==> config.mk <==
export PLATFORM = sky130hd
export DESIGN_NAME = lif_injector_flat
export DESIGN_NICKNAME = d
export VERILOG_FILES = /design/src/rtl/lif_injector_if.sv /design/src/rtl/lif_injector.sv /design/src/flat_wrapper.sv
export SDC_FILE = /design/constraint.sdc
export NUM_CORES = 1
export LEC_CHECK = 0
export ABC_AREA = 1
export BUFFER_PORTS_ARGS = -buffer_cell sky130_fd_sc_hd__buf_2
export CELL_PAD_IN_SITES_DETAIL_PLACEMENT = 1
export CELL_PAD_IN_SITES_GLOBAL_PLACEMENT = 2
export CORE_ASPECT_RATIO = 0.8
export CORE_MARGIN = 5
export CORE_UTILIZATION = 27
export DETAILED_ROUTE_END_ITERATION = 16
export GPL_ROUTABILITY_DRIVEN = 0
export PLACE_DENSITY_LB_ADDON = 0.1
export SETUP_SLACK_MARGIN = 0.5
export SYNTH_ARGS = -nofsm -noshare
export SYNTH_HDL_FRONTEND = slang
export SYNTH_SLANG_ARGS = --single-unit
==> constraint.sdc <==
create_clock -name clk -period 1.4 [get_ports clk]
set_input_delay 0.07 -clock clk [delete_from_list [all_inputs] [get_ports clk]]
set_output_delay 0.07 -clock clk [all_outputs]
set_load 0.01 [all_outputs]
==> src/rtl/lif_injector_if.sv <==
// ---------------------------------------------------------------------------
// lif_injector_if
//
// Purpose: bundles the byte-producer handshake and the lane-side outputs of
// the LIF pulse injector into one interface.
//
// Signals:
//   tx_data     [7:0]  byte to inject (producer -> injector)
//   tx_valid           producer offers tx_data (producer -> injector)
//   tx_ready           injector can accept a byte this cycle (injector -> producer)
//   gap_cycles  [2:0]  quiet-cycle count G, latched with the byte (producer -> injector)
//   lane        [3:0]  registered pulse pattern for the edge-cell neighbour input
//   busy               frame in progress (inverse of tx_ready)
//   done               single-cycle pulse in the first idle cycle after a frame
//
// Modports:
//   master - producer side (drives tx_data/tx_valid/gap_cycles)
//   slave  - injector side (drives tx_ready/lane/busy/done)
// ---------------------------------------------------------------------------
interface lif_injector_if;
    logic [7:0] tx_data;
    logic       tx_valid;
    logic       tx_ready;
    logic [2:0] gap_cycles;
    logic [3:0] lane;
    logic       busy;
    logic       done;

    modport master (
        output tx_data,
        output tx_valid,
        output gap_cycles,
        input  tx_ready,
        input  lane,
        input  busy,
        input  done
    );

    modport slave (
        input  tx_data,
        input  tx_valid,
        input  gap_cycles,
        output tx_ready,
        output lane,
        output busy,
        output done
    );
endinterface

==> src/rtl/lif_injector.sv <==
// ---------------------------------------------------------------------------
// lif_injector
//
// Purpose: serialises one byte into a frame of 4-bit pulse symbols on a lane
// that feeds an edge cell's neighbour input. A frame is START, data bits 0..7
// (LSB first), an optional PARITY symbol, and STOP. Every symbol is driven for
// one cycle and followed by G+1 quiet (4'b0000) cycles, where G is the
// gap_cycles value latched when the byte is accepted.
//
// Ports:
//   clk    - rising-edge clock for all state
//   rst_n  - synchronous, active-low reset; aborts any frame without a done
//   bus    - lif_injector_if.slave
//              tx_data/tx_valid/tx_ready : byte handshake (accept when both high)
//              gap_cycles                : G, latched on the accept edge
//              lane                      : registered symbol output
//              busy                      : frame in progress
//              done                      : one-cycle pulse after a frame ends
//
// Build option:
//   LIF_INJ_PARITY_EN - when defined, a PARITY symbol (bit one if the XOR of
//                       the data bits is 1, else bit zero) follows bit 7,
//                       giving 11 symbols per frame instead of 10.
// ---------------------------------------------------------------------------
module lif_injector (
    input  logic          clk,
    input  logic          rst_n,
    lif_injector_if.slave bus
);

    localparam int DATA_W = 8;

`ifdef LIF_INJ_PARITY_EN
    localparam int NUM_SYM = DATA_W + 3;
`else
    localparam int NUM_SYM = DATA_W + 2;
`endif

    localparam logic [3:0] LAST_SYM = 4'(NUM_SYM - 1);

    localparam logic [3:0] SYM_START = 4'b1010;
    localparam logic [3:0] SYM_ONE   = 4'b0100;
    localparam logic [3:0] SYM_ZERO  = 4'b0001;
    localparam logic [3:0] SYM_STOP  = 4'b0101;
    localparam logic [3:0] SYM_QUIET = 4'b0000;

    typedef enum logic [1:0] {
        IDLE  = 2'd0,
        SYM   = 2'd1,
        QUIET = 2'd2
    } state_t;

    state_t              state;
    state_t              state_next;
    logic [3:0]          sym_idx;
    logic [3:0]          sym_idx_next;
    logic [2:0]          quiet_cnt;
    logic [2:0]          quiet_cnt_next;
    logic [DATA_W-1:0]   data_reg;
    logic [DATA_W-1:0]   data_next;
    logic [2:0]          gap_reg;
    logic [2:0]          gap_next;
    logic [3:0]          lane_reg;
    logic [3:0]          lane_next;
    logic                done_reg;
    logic                done_next;

    // Symbol index 0 is START, 1..8 are data bits 0..7, then PARITY (if
    // built in), and the last index is STOP.
    function automatic logic [3:0] sym_code(input logic [3:0]        idx,
                                            input logic [DATA_W-1:0] data);
        logic [3:0] code;
        logic [2:0] bit_sel;
        code    = SYM_STOP;
        bit_sel = 3'(idx - 4'd1);
        if (idx == 4'd0) begin
            code = SYM_START;
        end else if (idx <= 4'(DATA_W)) begin
            code = data[bit_sel] ? SYM_ONE : SYM_ZERO;
        end
`ifdef LIF_INJ_PARITY_EN
        else if (idx == 4'(DATA_W + 1)) begin
            code = (^data) ? SYM_ONE : SYM_ZERO;
        end
`endif
        return code;
    endfunction

    // Next-state and next-output logic. lane is computed for the state being
    // entered so the registered lane lines up with the registered state:
    // START appears in the first cycle after the accept edge.
    always_comb begin
        state_next     = state;
        sym_idx_next   = sym_idx;
        quiet_cnt_next = quiet_cnt;
        data_next      = data_reg;
        gap_next       = gap_reg;
        lane_next      = SYM_QUIET;
        done_next      = 1'b0;

        case (state)
            IDLE: begin
                if (bus.tx_valid) begin
                    data_next      = bus.tx_data;
                    gap_next       = bus.gap_cycles;
                    sym_idx_next   = 4'd0;
                    quiet_cnt_next = 3'd0;
                    lane_next      = SYM_START;
                    state_next     = SYM;
                end
            end

            SYM: begin
                quiet_cnt_next = 3'd0;
                state_next     = QUIET;
            end

            QUIET: begin
                // quiet_cnt runs 0..G, giving G+1 quiet cycles per symbol.
                if (quiet_cnt == gap_reg) begin
                    if (sym_idx == LAST_SYM) begin
                        done_next  = 1'b1;
                        state_next = IDLE;
                    end else begin
                        sym_idx_next = sym_idx + 4'd1;
                        lane_next    = sym_code(sym_idx + 4'd1, data_reg);
                        state_next   = SYM;
                    end
                end else begin
                    quiet_cnt_next = quiet_cnt + 3'd1;
                end
            end

            default: begin
                state_next = IDLE;
            end
        endcase

        // The index never moves past STOP, even if the state is disturbed.
        if (sym_idx_next > LAST_SYM) begin
            sym_idx_next = LAST_SYM;
        end
    end

    // State and output registers. Reset clears everything, including the
    // latched byte, so an aborted frame leaves no trace.
    always_ff @(posedge clk) begin
        if (!rst_n) begin
            state     <= IDLE;
            sym_idx   <= 4'd0;
            quiet_cnt <= 3'd0;
            data_reg  <= '0;
            gap_reg   <= 3'd0;
            lane_reg  <= SYM_QUIET;
            done_reg  <= 1'b0;
        end else begin
            state     <= state_next;
            sym_idx   <= sym_idx_next;
            quiet_cnt <= quiet_cnt_next;
            data_reg  <= data_next;
            gap_reg   <= gap_next;
            lane_reg  <= lane_next;
            done_reg  <= done_next;
        end
    end

    assign bus.tx_ready = (state == IDLE);
    assign bus.busy     = (state != IDLE);
    assign bus.lane     = lane_reg;
    assign bus.done     = done_reg;

endmodule

==> src/flat_wrapper.sv <==
// flat-port wrapper written by rule: the top's interface ports become plain ports
module lif_injector_flat 
  (clk, rst_n, bus_tx_data, bus_tx_valid, bus_gap_cycles, bus_tx_ready, bus_lane, bus_busy, bus_done);
  lif_injector_if bus_i ();
  input  logic clk;
  input  logic rst_n;
  input wire logic [$bits(bus_i.tx_data)-1:0] bus_tx_data;
  input wire logic [$bits(bus_i.tx_valid)-1:0] bus_tx_valid;
  input wire logic [$bits(bus_i.gap_cycles)-1:0] bus_gap_cycles;
  output wire logic [$bits(bus_i.tx_ready)-1:0] bus_tx_ready;
  output wire logic [$bits(bus_i.lane)-1:0] bus_lane;
  output wire logic [$bits(bus_i.busy)-1:0] bus_busy;
  output wire logic [$bits(bus_i.done)-1:0] bus_done;
  assign bus_i.tx_data = bus_tx_data;
  assign bus_i.tx_valid = bus_tx_valid;
  assign bus_i.gap_cycles = bus_gap_cycles;
  assign bus_tx_ready = bus_i.tx_ready;
  assign bus_lane = bus_i.lane;
  assign bus_busy = bus_i.busy;
  assign bus_done = bus_i.done;
  lif_injector u_core (.clk(clk), .rst_n(rst_n), .bus(bus_i));
endmodule
==> results.md <==
- Total DRC errors in the routed layout: 0
- Max-slew violation total from the final report: 0
- Worst min-delay path class: input port to flop
- Prevailing post-synth register cell: sky130_fd_sc_hd__dfxtp_1
- Met2 track demand over resource: 22.0%
- Top cells by area in the synthesized netlist: sky130_fd_sc_hd__dfxtp_1 39%, sky130_fd_sc_hd__nand2_1 10%, sky130_fd_sc_hd__nor2_1 7.0%
- Largest net degree at the start of global routing: 14
- Initial standard-cell utilization of the core: 28.6%
- Clock Tree Buf Depth: 2
- Period utilization: 106%
- Setup Crit Path Kind: flop to flop
- Quantity of I/O buffers inserted on ports: 20
- Total Power Consumption: 1.88 mW
- Synth top cells by count: 34 x sky130_fd_sc_hd__nand2_1, 24 x sky130_fd_sc_hd__dfxtp_1, 23 x sky130_fd_sc_hd__nor2_1, 16 x sky130_fd_sc_hd__inv_1, 14 x sky130_fd_sc_hd__nand3_1
- Number of antenna violations at the first check in global routing: 0
- Number of nets in the layout: 232
- Sinks on the clock net: 24
- Fraction of synthesized cell area taken by the top area cell type: 39.2%
- Y dimension of the die: 70.3 µm
- Worst-case setup margin in the final layout: -0.0898 ns
- Global-route track usage on met1: 17.4%
- Global-route congestion overflow total: 0
- Num ports: 21
- Antenna-violating nets left: 0
- Violations in the final reports: negative setup slack
- Final core occ: 47.0%
- Vias in the first global route: between 1000 and 1500
- Inserted Diodes: 0
- Count of endpoints failing setup in the final report: 3
- RSZ-0062 raised after global routing: true
- Routing layer with the top usage in global route: met2
- Initial DRT Pass Iterations: 4
- Arrival time of the worst setup path: 1.68 ns
- P per Cell Area: 934 mW/mm²
- Sequential area share after synthesis: 39.2%
- Detailed Route Iter0 Violations: 31
- Post-CTS clock slew at the launch and capture registers of the worst setup and hold paths: 0.09 ns
- Floorplan row count: 21
- Element type at the critical path start: flop
- Final worst path period need: 1.49 ns
- Area Overhead vs Synth: 64.2%
- Post-route standard cell area excluding fillers: 0.00201 mm²
- Area after DPL: ~0.0015 mm²
- Max-Cap Viols: 0
- Run status: finished with violations
- # H-tree levels: 1
- Most frequently used cell type in the post-synthesis netlist: sky130_fd_sc_hd__nand2_1
- Clock tree from TritonCTS: built
- Wire length of the first global-routing pass: 6200 µm
- Core footprint: 0.00428 mm²
- Async SR Flop Fraction: 0%
- Total length of routed wires: 3900 µm
- Worst vdd rail ir drop: between 0.4 and 0.5 mV
- Sort of element at the end of the critical path: flop
- Share of layout cells above drive strength 1: 62.6%
- GRT Overall Usage: 13.2%
- Standby leakage power: 0.886 nW
- Synth cell types: 28
- Number of flip-flops under the largest register name: 8
- Number of warnings issued by yosys: 0
- Final setup skew: 0.00502 ns
- X dimension of the die: 85.3 µm
- Synth Instances: 169
- Clock insertion delay at the later pin of the skew report: 0.26 ns
- Hold violation total from the final report: 0
- Final HPWL from detailed placement: 2650 µm
- Sum of negative setup slack: -0.186 ns
- Max frequency: 671 MHz
- Net Count, Synth: 186
- Root buffer cell: sky130_fd_sc_hd__clkbuf_8
- Netlist area before placement: 0.00123 mm²
- Die area: 0.00600 mm²
- Total via count in the routed design: 1270
- Cell type with the highest aggregate area in the netlist: sky130_fd_sc_hd__dfxtp_1
- Minimum setup slack among reg-to-reg paths: -0.09 ns
- Worst slew slack as a fraction of its limit: 81.2%
- Post-DR vias/cell: 4.69
- Largest driver fanout on the critical path: 4
- Number of enable-type register cells in the synthesized netlist: 0
- Avg Inst Size Synth: between 7 and 8 µm²
- Number of buffers inserted during clock tree synthesis: 3
- Worst slew pin tran: 0.282 ns
- Count of state elements after synthesis: 24
- Met3 global-route usage: about 3.3%
- Wire length per cell after detailed routing: approximately 14 µm
- Data required time of the worst path: around 1.6 ns
## worst max-delay path, stage by stage, from the launching register on
cell and delay [ns]:
sky130_fd_sc_hd__dfxtp_4 0.37, sky130_fd_sc_hd__inv_4 0.06, sky130_fd_sc_hd__ha_4 0.12, sky130_fd_sc_hd__nand3_4 0.09
sky130_fd_sc_hd__o21ai_2 0.20, sky130_fd_sc_hd__nand2_1 0.10, sky130_fd_sc_hd__nand3_2 0.08, sky130_fd_sc_hd__nand2_2 0.07
sky130_fd_sc_hd__o21ai_2 0.16, sky130_fd_sc_hd__nand2_1 0.07, sky130_fd_sc_hd__nor2_1 0.11
## cell type report
class / count / area (µm²)
clock buffer: 4 / 55.1
timing repair buffer: 46 / 378
fill: 513 / 2270
multi-input combinational: 118 / 898
tap: 57 / 71.3
sequential: 24 / 510
inverter: 22 / 100
## metrics by stage
stage,cells,hold slack [ns],setup WS [ns]
after floorplan,169,0.205,0.119
after global placement,248,0.291,-0.0562
after detailed placement,248,0.301,-0.0775
after CTS,265,0.00675,-0.0161
after global routing,271,0.0285,-0.152
final,271,0.0186,-0.0898
## kinds of logic (layout without fill, tap and decap cells)
family          count (synthesis)  count (layout)  share of synthesized area, %
flops                          24              24                          39.2
compound gates                 30              30                          14.1
fa+ha+maj                       3               3                          3.06
simple gates                   81              81                          30.8
xor+xnor                        4               4                          2.86
buf+inv                        27              72                          10.0
## timing repair
| action | in CTS | in global routing |
|---|---|---|
| setup endpoints to repair | 26 | 26 |
| hold buffers | 0 | 0 |
| gates cloned | 2 | 0 |
| setup buffers | 11 | 6 |
| pin swaps | 21 | 18 |
| resized for setup | 55 | 42 |
## report_power, final
group	internal, mW	total [mW]	switching [mW]
clock	0.251	0.472	0.221
sequential	0.734	0.793	0.0593
combinational	0.290	0.615	0.325
total	1.27	1.88	0.605
## worst paths after layout
kind,startpoint,endpoint,cells after the start
worst min register to register,u_core.quiet_cnt[1],u_core.quiet_cnt[1],2
worst max-delay path,u_core.sym_idx[1],u_core.sym_idx[1],10
worst min-delay path,bus_tx_data[5],u_core.data_reg[5],3
worst max register to register,u_core.sym_idx[1],u_core.sym_idx[1],10
## per-layer routing
layer	part of all wire, %	wire (µm)	vias to the layer above
met5	0	0	-
met1	47	1820	607
met4	0.46	18	0
li1	-	-	636
met2	49	1910	25
met3	4.0	157	2
## cell usage in the layout (no fill, tap or decap), types with 2 or more instances in the layout
| cell | Yosys | layout |
|---|---|---|
| sky130_fd_sc_hd__buf_6 | 2 | 10 |
| sky130_fd_sc_hd__a21oi_2 | 1 | 7 |
| sky130_fd_sc_hd__nor2_4 | 2 | 11 |
| sky130_fd_sc_hd__nor3_2 | 0 | 2 |
| sky130_fd_sc_hd__nand2_2 | 1 | 7 |
| sky130_fd_sc_hd__o21ai_2 | 1 | 10 |
| sky130_fd_sc_hd__nand3_1 | 14 | 6 |
| sky130_fd_sc_hd__clkbuf_8 | 0 | 4 |
| sky130_fd_sc_hd__o21ai_0 | 13 | 4 |
| sky130_fd_sc_hd__nand3_4 | 1 | 2 |
| sky130_fd_sc_hd__dfxtp_4 | 0 | 7 |
| sky130_fd_sc_hd__inv_4 | 0 | 3 |
| sky130_fd_sc_hd__inv_1 | 16 | 9 |
| sky130_fd_sc_hd__a21oi_1 | 10 | 3 |
| sky130_fd_sc_hd__nor2_1 | 23 | 10 |
| sky130_fd_sc_hd__dfxtp_2 | 0 | 3 |
| sky130_fd_sc_hd__buf_4 | 1 | 15 |
| sky130_fd_sc_hd__nand3_2 | 2 | 9 |
| sky130_fd_sc_hd__inv_2 | 6 | 8 |
| sky130_fd_sc_hd__nand2_1 | 34 | 27 |
| sky130_fd_sc_hd__buf_2 | 1 | 18 |
| sky130_fd_sc_hd__o21ai_1 | 2 | 2 |
| sky130_fd_sc_hd__dfxtp_1 | 24 | 14 |
| sky130_fd_sc_hd__nor2_2 | 1 | 5 |
(Power assumes the default switching activity.)
